==> config.mk <==
export PLATFORM = sky130hd
export DESIGN_NAME = dice_roller_mux_flat
export DESIGN_NICKNAME = d
export VERILOG_FILES = /design/src/rtl/dice_roller_mux_if.sv /design/src/rtl/dice_roller_mux.sv /design/src/flat_wrapper.sv
export SDC_FILE = /design/constraint.sdc
export NUM_CORES = 1
export LEC_CHECK = 0
export CAP_MARGIN = 20
export CELL_PAD_IN_SITES_DETAIL_PLACEMENT = 0
export CELL_PAD_IN_SITES_GLOBAL_PLACEMENT = 1
export CORE_MARGIN = 3
export CORE_UTILIZATION = 48
export CTS_CLUSTER_DIAMETER = 150
export DETAILED_ROUTE_END_ITERATION = 16
export PLACE_DENSITY_LB_ADDON = 0.1
export SYNTH_ARGS = -nofsm -noshare
export SYNTH_HDL_FRONTEND = slang
export SYNTH_SLANG_ARGS = --single-unit
==> constraint.sdc <==
create_clock -name clk -period 3.4 [get_ports clk]
set_input_delay 0.34 -clock clk [delete_from_list [all_inputs] [get_ports clk]]
set_output_delay 0.34 -clock clk [all_outputs]
set_load 0.05 [all_outputs]
==> src/rtl/dice_roller_mux_if.sv <==
// Pin-side bundle of the dice roller: raw buttons in, display drive and result out.
// state is the FSM state, brought out for observation only.
interface dice_roller_mux_if #(
    parameter int DIGITS = 3
);
    logic [6:0]          btn;
    logic [6:0]          seg;
    logic [DIGITS-1:0]   com;
    logic [4*DIGITS-1:0] value;
    logic                busy;
    logic                done;
    logic [1:0]          state;

    modport master (output btn, input seg, com, value, busy, done, state);
    modport slave  (input btn, output seg, com, value, busy, done, state);
endinterface

==> src/rtl/dice_roller_mux.sv <==
// Multi-digit BCD dice roller with button debounce and a multiplexed 7-segment display.
// Define DICE_SPINDOWN_EN to compile in the decelerating SPIN phase after release.
module dice_roller_mux #(
    parameter int DIGITS     = 3,
    parameter int PRESCALE_W = 10,
    parameter int DEB_TICKS  = 3
) (
    input  logic             clk,
    input  logic             rst,
    dice_roller_mux_if.slave bus
);
    localparam int VW = 4 * DIGITS;
    localparam int SW = $clog2(DIGITS);

`ifdef DICE_SPINDOWN_EN
    typedef enum logic [1:0] {ST_IDLE = 2'd0, ST_ROLL = 2'd1, ST_SPIN = 2'd2} state_t;
`else
    typedef enum logic [1:0] {ST_IDLE = 2'd0, ST_ROLL = 2'd1} state_t;
`endif

    logic [PRESCALE_W-1:0] pre_cnt;
    logic                  tick;

    always_ff @(posedge clk) begin
        if (rst) pre_cnt <= '0;
        else     pre_cnt <= pre_cnt + 1'b1;
    end

    assign tick = &pre_cnt;

    // The d100 button does not exist on a two-digit build.
    logic [6:0] btn_raw;
    logic [6:0] deb_lvl;
    logic [6:0] deb_prev;
    logic [3:0] deb_cnt [7];

    assign btn_raw = (DIGITS == 2) ? {1'b0, bus.btn[5:0]} : bus.btn;

    always_ff @(posedge clk) begin
        if (rst) begin
            deb_lvl  <= '0;
            deb_prev <= '0;
            for (int i = 0; i < 7; i++) deb_cnt[i] <= '0;
        end else begin
            deb_prev <= deb_lvl;
            if (tick) begin
                for (int i = 0; i < 7; i++) begin
                    if (btn_raw[i] == deb_lvl[i]) begin
                        deb_cnt[i] <= '0;
                    end else if (deb_cnt[i] == 4'(DEB_TICKS - 1)) begin
                        deb_lvl[i] <= ~deb_lvl[i];
                        deb_cnt[i] <= '0;
                    end else begin
                        deb_cnt[i] <= deb_cnt[i] + 4'd1;
                    end
                end
            end
        end
    end

    logic [6:0] rise;
    logic       press;
    logic [2:0] press_idx;

    assign rise = deb_lvl & ~deb_prev;

    // Scan downwards so the lowest simultaneous edge is the one that sticks.
    always_comb begin
        press     = 1'b0;
        press_idx = 3'd0;
        for (int i = 6; i >= 0; i--) begin
            if (rise[i]) begin
                press     = 1'b1;
                press_idx = 3'(i);
            end
        end
    end

    function automatic logic [VW-1:0] die_bcd(input logic [2:0] idx);
        case (idx)
            3'd0:    die_bcd = VW'(16'h0004);
            3'd1:    die_bcd = VW'(16'h0006);
            3'd2:    die_bcd = VW'(16'h0008);
            3'd3:    die_bcd = VW'(16'h0010);
            3'd4:    die_bcd = VW'(16'h0012);
            3'd5:    die_bcd = VW'(16'h0020);
            3'd6:    die_bcd = VW'(16'h0100);
            default: die_bcd = VW'(16'h0004);
        endcase
    endfunction

    function automatic logic [VW-1:0] bcd_dec(input logic [VW-1:0] v);
        logic [VW-1:0] res;
        logic          borrow;
        logic [3:0]    d;
        res    = v;
        borrow = 1'b1;
        for (int i = 0; i < DIGITS; i++) begin
            d = v[4*i +: 4];
            if (borrow) begin
                if (d == 4'd0) begin
                    res[4*i +: 4] = 4'd9;
                end else begin
                    res[4*i +: 4] = d - 4'd1;
                    borrow        = 1'b0;
                end
            end
        end
        return res;
    endfunction

    state_t        state, state_next;
    logic [VW-1:0] value, value_next;
    logic [VW-1:0] die_max, die_max_next;
    logic [VW-1:0] size_bcd;
    logic [VW-1:0] step_val;
    logic          done_r;

    assign size_bcd = die_bcd(press_idx);
    assign step_val = (value == VW'(1)) ? die_max : bcd_dec(value);

`ifdef DICE_SPINDOWN_EN
    // Step k of the spin-down waits 2**k ticks before its single decrement.
    logic [2:0] step, step_next;
    logic [3:0] ivl, ivl_next;
    logic [4:0] span_last;

    assign span_last = (5'd1 << step) - 5'd1;
`endif

    always_ff @(posedge clk) begin
        if (rst) begin
            state   <= ST_IDLE;
            value   <= VW'(1);
            die_max <= VW'(4);
            done_r  <= 1'b0;
`ifdef DICE_SPINDOWN_EN
            step    <= '0;
            ivl     <= '0;
`endif
        end else begin
            state   <= state_next;
            value   <= value_next;
            die_max <= die_max_next;
            done_r  <= (state != ST_IDLE) && (state_next == ST_IDLE);
`ifdef DICE_SPINDOWN_EN
            step    <= step_next;
            ivl     <= ivl_next;
`endif
        end
    end

    always_comb begin
        state_next   = state;
        value_next   = value;
        die_max_next = die_max;
`ifdef DICE_SPINDOWN_EN
        step_next    = step;
        ivl_next     = ivl;
`endif
        case (state)
            ST_IDLE: begin
                if (press) begin
                    die_max_next = size_bcd;
                    value_next   = size_bcd;
                    state_next   = ST_ROLL;
                end
            end
            ST_ROLL: begin
                // The release cycle holds the value; the roll only runs while held.
                if (deb_lvl == 7'd0) begin
`ifdef DICE_SPINDOWN_EN
                    state_next = ST_SPIN;
                    step_next  = 3'd0;
                    ivl_next   = 4'd0;
`else
                    state_next = ST_IDLE;
`endif
                end else begin
                    value_next = step_val;
                end
            end
`ifdef DICE_SPINDOWN_EN
            ST_SPIN: begin
                if (press) begin
                    die_max_next = size_bcd;
                    value_next   = size_bcd;
                    state_next   = ST_ROLL;
                end else if (tick) begin
                    if ({1'b0, ivl} == span_last) begin
                        value_next = step_val;
                        ivl_next   = 4'd0;
                        if (step == 3'd4) state_next = ST_IDLE;
                        else              step_next  = step + 3'd1;
                    end else begin
                        ivl_next = ivl + 4'd1;
                    end
                end
            end
`endif
            default: state_next = ST_IDLE;
        endcase
    end

    logic [SW-1:0]     scan, msd;
    logic [3:0]        scan_digit;
    logic              show;
    logic [6:0]        seg_r;
    logic [DIGITS-1:0] com_r;

    function automatic logic [6:0] seg_dec(input logic [3:0] d);
        case (d)
            4'd0:    seg_dec = 7'b0111111;
            4'd1:    seg_dec = 7'b0000110;
            4'd2:    seg_dec = 7'b1011011;
            4'd3:    seg_dec = 7'b1001111;
            4'd4:    seg_dec = 7'b1100110;
            4'd5:    seg_dec = 7'b1101101;
            4'd6:    seg_dec = 7'b1111101;
            4'd7:    seg_dec = 7'b0000111;
            4'd8:    seg_dec = 7'b1111111;
            4'd9:    seg_dec = 7'b1101111;
            default: seg_dec = 7'b0000000;
        endcase
    endfunction

    // Digit 0 is always shown, so msd starts there.
    always_comb begin
        msd = '0;
        for (int i = 1; i < DIGITS; i++) begin
            if (value[4*i +: 4] != 4'd0) msd = SW'(i);
        end
    end

    assign scan_digit = value[4*scan +: 4];
    assign show       = (state != ST_ROLL) && (scan <= msd);

    always_ff @(posedge clk) begin
        if (rst) begin
            scan  <= '0;
            seg_r <= '0;
            com_r <= '0;
        end else begin
            scan  <= (scan == SW'(DIGITS - 1)) ? '0 : scan + 1'b1;
            seg_r <= seg_dec(scan_digit);
            com_r <= show ? (DIGITS'(1) << scan) : '0;
        end
    end

    assign bus.seg   = seg_r;
    assign bus.com   = com_r;
    assign bus.value = value;
    assign bus.busy  = (state != ST_IDLE);
    assign bus.done  = done_r;
    assign bus.state = state;
endmodule

==> src/flat_wrapper.sv <==
// flat-port wrapper written by rule: the top's interface ports become plain ports
module dice_roller_mux_flat 
#(
    parameter int DIGITS     = 3,
    parameter int PRESCALE_W = 10,
    parameter int DEB_TICKS  = 3
)
  (clk, rst, bus_btn, bus_seg, bus_com, bus_value, bus_busy, bus_done, bus_state);
  dice_roller_mux_if #(.DIGITS(DIGITS)) bus_i ();
  input  logic clk;
  input  logic rst;
  input wire logic [$bits(bus_i.btn)-1:0] bus_btn;
  output wire logic [$bits(bus_i.seg)-1:0] bus_seg;
  output wire logic [$bits(bus_i.com)-1:0] bus_com;
  output wire logic [$bits(bus_i.value)-1:0] bus_value;
  output wire logic [$bits(bus_i.busy)-1:0] bus_busy;
  output wire logic [$bits(bus_i.done)-1:0] bus_done;
  output wire logic [$bits(bus_i.state)-1:0] bus_state;
  assign bus_i.btn = bus_btn;
  assign bus_seg = bus_i.seg;
  assign bus_com = bus_i.com;
  assign bus_value = bus_i.value;
  assign bus_busy = bus_i.busy;
  assign bus_done = bus_i.done;
  assign bus_state = bus_i.state;
  dice_roller_mux #(.DIGITS(DIGITS), .PRESCALE_W(PRESCALE_W), .DEB_TICKS(DEB_TICKS)) u_core (.clk(clk), .rst(rst), .bus(bus_i));
endmodule
==> impl_summary.txt <==
----------------------------------------------------
[Worst setup path]
  Critical path buffer and inverter count ... 0
  Crit-path cells ... nand2b_1 > a21oi_1 > and3_1 > o22ai_2 > o221a_1
  Crit path required time ... roughly 3.7 ns
  Critical Path Sink Type ... flop
  Crit Path Category ... reg -> reg
  Worst stage delay on the critical path ... 0.60 ns
  Max Fanout on Critical Path ... 18
  Top cell family by delay on the critical path ... compound AO/OA/AOI/OAI gates
  Worst path slowest cell ... sky130_fd_sc_hd__a21oi_1
  Sort of element at the start of the critical path ... flop
  Arrival time of data at the critical path endpoint ... between 2 and 3 ns

[Pwr]
  Internal power component ... 0.00153 W
  Leak ... between 1.5 and 2 nW
  Peak supply drop ... 203 uV
  Clock power frac ... 0.349
  Combinational Power Share ... 0.110
  Power per cell area ... roughly 420 nW/um^2
  Switching share of power ... 0.255
  Switching power ... roughly 0.00052 W
  Sequential cell fraction of total power ... 0.540

[Timing]
  Upper clock frequency limit ... approximately 430 MHz
  Final hold violations ... 0
  Worst slew slack as a fraction of its limit ... 0.476
  Actual transition at the worst max-transition pin ... about 0.8 ns
  Fin Setup TNS ... 0 ns
  Final Slew Violations ... 0
  Number of setup violations in the final report ... 0
  Final worst-path cycle share ... 0.681
  Final hold slack ... roughly 0.45 ns
  Clock period minus final worst setup slack ... between 2 and 2.5 ns
  Unrepaired setup endpoints after global routing ... no
  Worst path setup slack after routing ... about 1.1 ns
  Worst-case clock skew ... between 0.01 and 0.015 ns

[Clock network]
  TritonCTS buffer count ... 9
  Count of buffers added by post-CTS timing repair for setup ... 0
  TritonCTS sink count ... 85
  Hold_buf cts ... 0
  CTS tree ... done
  CTS resizes ... 0
  Clock insertion delay at the later pin of the skew report ... about 0.35 ns
  Clock transition at the register clock pins on the worst setup and hold paths after CTS ... around 0.080 ns
  H-tree depth ... 3
  Bufs on Longest Clock Path ... 2
  Clock root cell ... sky130_fd_sc_hd__clkbuf_8

[Routing]
  Final ANT Viol Nets ... 0
  WL/cell ... 14.2 um
  Via Count ... between 3000 and 4000
  Met2 layer wire length in the routed design ... between 3000 and 4000 um
  Total routed wirelength ... approximately 8500 um
  Metal-1 WL ... between 4000 and 5000 um
  Met3 routed wirelength ... ~330 um
  DRC marker count from the first detailed-route iteration ... 162
  Top Layer Used ... met4
  Detailed-route DRC error count ... 0
  Number of detailed-route iterations in the first pass ... 4
  Vias per Instance ... 5.41

[Floorplan]
  Die Footprint ... 10100 um^2
  Number of rows in the core area ... 33
  Horiz. Die Dim ... 100 um
  Starting density of the core ... 0.508
  I/O pin cnt ... 35
  Area of the core ... between 8000 and 9000 um^2
  Die H ... approximately 100 um

[Placement]
  Cells after DPL ... about 580
  HPWL Detailed ... roughly 5900 um
  Number of buffers inserted by port buffering ... 34
  Weighted congestion at the end of routability-driven global placement ... between 0.8 and 0.9
  Placement Setup Slack ... ~1.2 ns

[GRT]
  Wire length of the first global-routing pass ... between 10000 and 15000 um
  Overall overflow remaining after global route ... 0
  Antenna violations before repair ... 0
  GRT Overall Usage ... 0.180
  Largest net degree at the start of global routing ... 30
  Via count of the first global-routing pass ... 3059

[Logic synthesis]
  Seq/Total Area, Yosys ... 0.463
  Post-Syn Nets ... 494
  Summed instance area of the synthesized netlist ... 4280 um^2
  Count of mapped cells out of synthesis ... approximately 460
  Proportion of register bits with asynchronous set or reset after synthesis ... 0
  Synthesis warning total ... 0
  Register bit count reported by yosys ... 85
  Most used DFF post-synth ... sky130_fd_sc_hd__dfxtp_1
  Count of flip-flops with a built-in enable after synthesis ... 28
  Average cell area after synthesis ... between 9 and 10 um^2
  Number of library cell types mapped by synthesis ... 51

[Final layout]
  Nets ... around 520
  Proportion of layout cells with a drive suffix above 1 ... 0.0527
  Synthesis-to-layout area growth ... 14.2%
  N_diodes ... 0
  Area occupied by registers ... around 2000 um^2
  Area of the multi-input gates ... 2140 um^2
  Fillers ... 770
  Post-Layout Cell Count ... between 500 and 600

[Job]
  Max-capacitance violation count ... 0

[Hold path]
  Hold Crit Class ... reg -> reg

[Run status]
  Run status ... complete, no violations

----------------------------------------------------
[registers in the layout, summed over array words and instances, names as in the netlist, 3 cells and up]
register / flops
u_core.bus.com: 3
u_core.bus.seg: 7
u_core.bus.value: 12
u_core.deb_cnt: 28
u_core.deb_lvl: 7
u_core.deb_prev: 7
u_core.die_max: 6
u_core.pre_cnt: 10
[routing by layer]
| metal | vias up | global-route usage |
|---|---|---|
| met1 | 1516 | 0.262 |
| li1 | 1653 | - |
| met5 | - | 0 |
| met2 | 59 | 0.266 |
| met4 | 0 | 0.0622 |
| met3 | 9 | 0.0374 |
[Yosys cell counts, types with 2 or more instances]
cell / number / area (um^2)
sky130_fd_sc_hd__nor2b_1: 14 / 87.6
sky130_fd_sc_hd__xnor2_1: 18 / 158
sky130_fd_sc_hd__edfxtp_1: 28 / 841
sky130_fd_sc_hd__o211ai_1: 4 / 30.0
sky130_fd_sc_hd__a21oi_1: 29 / 145
sky130_fd_sc_hd__clkbuf_1: 10 / 37.5
sky130_fd_sc_hd__nor3_1: 12 / 60.1
sky130_fd_sc_hd__o21ai_0: 12 / 60.1
sky130_fd_sc_hd__a211o_1: 3 / 26.3
sky130_fd_sc_hd__nand4_1: 5 / 31.3
sky130_fd_sc_hd__nand2_1: 37 / 139
sky130_fd_sc_hd__a211oi_1: 2 / 15.0
sky130_fd_sc_hd__or3_1: 3 / 18.8
sky130_fd_sc_hd__inv_1: 22 / 82.6
sky130_fd_sc_hd__ha_1: 26 / 325
sky130_fd_sc_hd__nand3_1: 23 / 115
sky130_fd_sc_hd__nor2_1: 68 / 255
sky130_fd_sc_hd__nor4_1: 4 / 25.0
sky130_fd_sc_hd__xor2_1: 10 / 87.6
sky130_fd_sc_hd__nand2b_1: 8 / 50.1
sky130_fd_sc_hd__and3_1: 5 / 31.3
sky130_fd_sc_hd__a311oi_1: 2 / 17.5
sky130_fd_sc_hd__o221ai_1: 3 / 26.3
sky130_fd_sc_hd__a31o_1: 2 / 17.5
sky130_fd_sc_hd__dfxtp_1: 57 / 1140
sky130_fd_sc_hd__nor4b_1: 2 / 17.5
sky130_fd_sc_hd__nor4_4: 2 / 42.5
sky130_fd_sc_hd__and2_1: 4 / 25.0
sky130_fd_sc_hd__mux2i_1: 16 / 160
sky130_fd_sc_hd__buf_2: 7 / 35.0
[placed cells by master (no fill, tap or decap), types with 2 or more instances in the layout]
| cell type | instances |
|---|---|
| sky130_fd_sc_hd__xor2_1 | 10 |
| sky130_fd_sc_hd__nor4b_1 | 2 |
| sky130_fd_sc_hd__o221ai_1 | 3 |
| sky130_fd_sc_hd__nand2_1 | 37 |
| sky130_fd_sc_hd__nor2_1 | 68 |
| sky130_fd_sc_hd__nor2b_1 | 14 |
| sky130_fd_sc_hd__and3_1 | 5 |
| sky130_fd_sc_hd__xnor2_1 | 18 |
| sky130_fd_sc_hd__a21oi_1 | 29 |
| sky130_fd_sc_hd__buf_4 | 3 |
| sky130_fd_sc_hd__a211oi_1 | 2 |
| sky130_fd_sc_hd__edfxtp_1 | 28 |
| sky130_fd_sc_hd__ha_1 | 26 |
| sky130_fd_sc_hd__a311oi_1 | 2 |
| sky130_fd_sc_hd__a211o_1 | 3 |
| sky130_fd_sc_hd__nor3_1 | 12 |
| sky130_fd_sc_hd__dfxtp_1 | 57 |
| sky130_fd_sc_hd__inv_1 | 22 |
| sky130_fd_sc_hd__o21ai_0 | 12 |
| sky130_fd_sc_hd__nor4_1 | 4 |
| sky130_fd_sc_hd__or3_1 | 3 |
| sky130_fd_sc_hd__nand4_1 | 5 |
| sky130_fd_sc_hd__a31o_1 | 2 |
| sky130_fd_sc_hd__nand3_1 | 23 |
| sky130_fd_sc_hd__nor4_4 | 2 |
| sky130_fd_sc_hd__mux2i_1 | 16 |
| sky130_fd_sc_hd__clkdlybuf4s50_1 | 33 |
| sky130_fd_sc_hd__o211ai_1 | 4 |
| sky130_fd_sc_hd__nand2b_1 | 8 |
| sky130_fd_sc_hd__clkbuf_8 | 10 |
| sky130_fd_sc_hd__and2_1 | 4 |
[metrics by stage]
stage | power, W | instance area, um^2 | utilization
2_1_floorplan | 0.00130 | 4280 | -
5_1_grt | 0.00215 | 4890 | 0.581
6_report | 0.00206 | 4890 | 0.581
4_1_cts | 0.00208 | 4890 | 0.581
3_5_place_dp | 0.00136 | 4690 | 0.557
3_3_place_gp | 0.00136 | 4690 | 0.557
[final timing paths]
path | from | to | slack, ns | cells after the start
worst max-delay path | u_core.bus.state[1]$_SDFF_PP0_ | u_core.bus.value[11]$_SDFFE_PP0P_ | 1.09 | 5
worst min-delay path | u_core.pre_cnt[0]$_SDFF_PP0_ | u_core.pre_cnt[0]$_SDFF_PP0_ | 0.45 | 1
worst max register to register | u_core.bus.state[1]$_SDFF_PP0_ | u_core.bus.value[11]$_SDFFE_PP0P_ | 1.09 | 5
worst min register to register | u_core.pre_cnt[0]$_SDFF_PP0_ | u_core.pre_cnt[0]$_SDFF_PP0_ | 0.45 | 1
[cell families after synthesis]
group | count (synthesis) | share of synthesized area
other | 1 | 0.000876
AO/OA/AOI/OAI | 71 | 0.110
AND/OR/NAND/NOR | 190 | 0.214
multiplexers | 17 | 0.0400
adder cells (fa/ha/maj) | 26 | 0.0760
XOR/XNOR | 28 | 0.0573
buffers and inverters | 41 | 0.0383
flip-flops | 85 | 0.463
[power by group through the flow]
stage	Clock, W	Combinational (W)	Sequential [W]
2_1_floorplan	0	0.000122	0.00117
3_3_place_gp	0	0.000226	0.00113
3_5_place_dp	0	0.000227	0.00113
4_1_cts	0.000744	0.000230	0.00111
5_1_grt	0.000784	0.000251	0.00112
6_report	0.000719	0.000227	0.00111
[worst register-to-register path: stages, from the launching register on]
cell	delay (ns)
sky130_fd_sc_hd__dfxtp_1	0.33
sky130_fd_sc_hd__nand2b_1	0.50
sky130_fd_sc_hd__a21oi_1	0.60
sky130_fd_sc_hd__and3_1	0.38
sky130_fd_sc_hd__o22ai_2	0.15
sky130_fd_sc_hd__o221a_1	0.25
[final cells by class]
class / count / share of cell area
Sequential cell: 85 / 0.405
Multi-Input combinational cell: 333 / 0.437
Clock inverter: 5 / 0.0120
Timing Repair Buffer: 37 / 0.0732
Clock buffer: 11 / 0.0289
Inverter: 22 / 0.0169
Tap cell: 105 / 0.0269
Power figures use the tool's default switching activity.
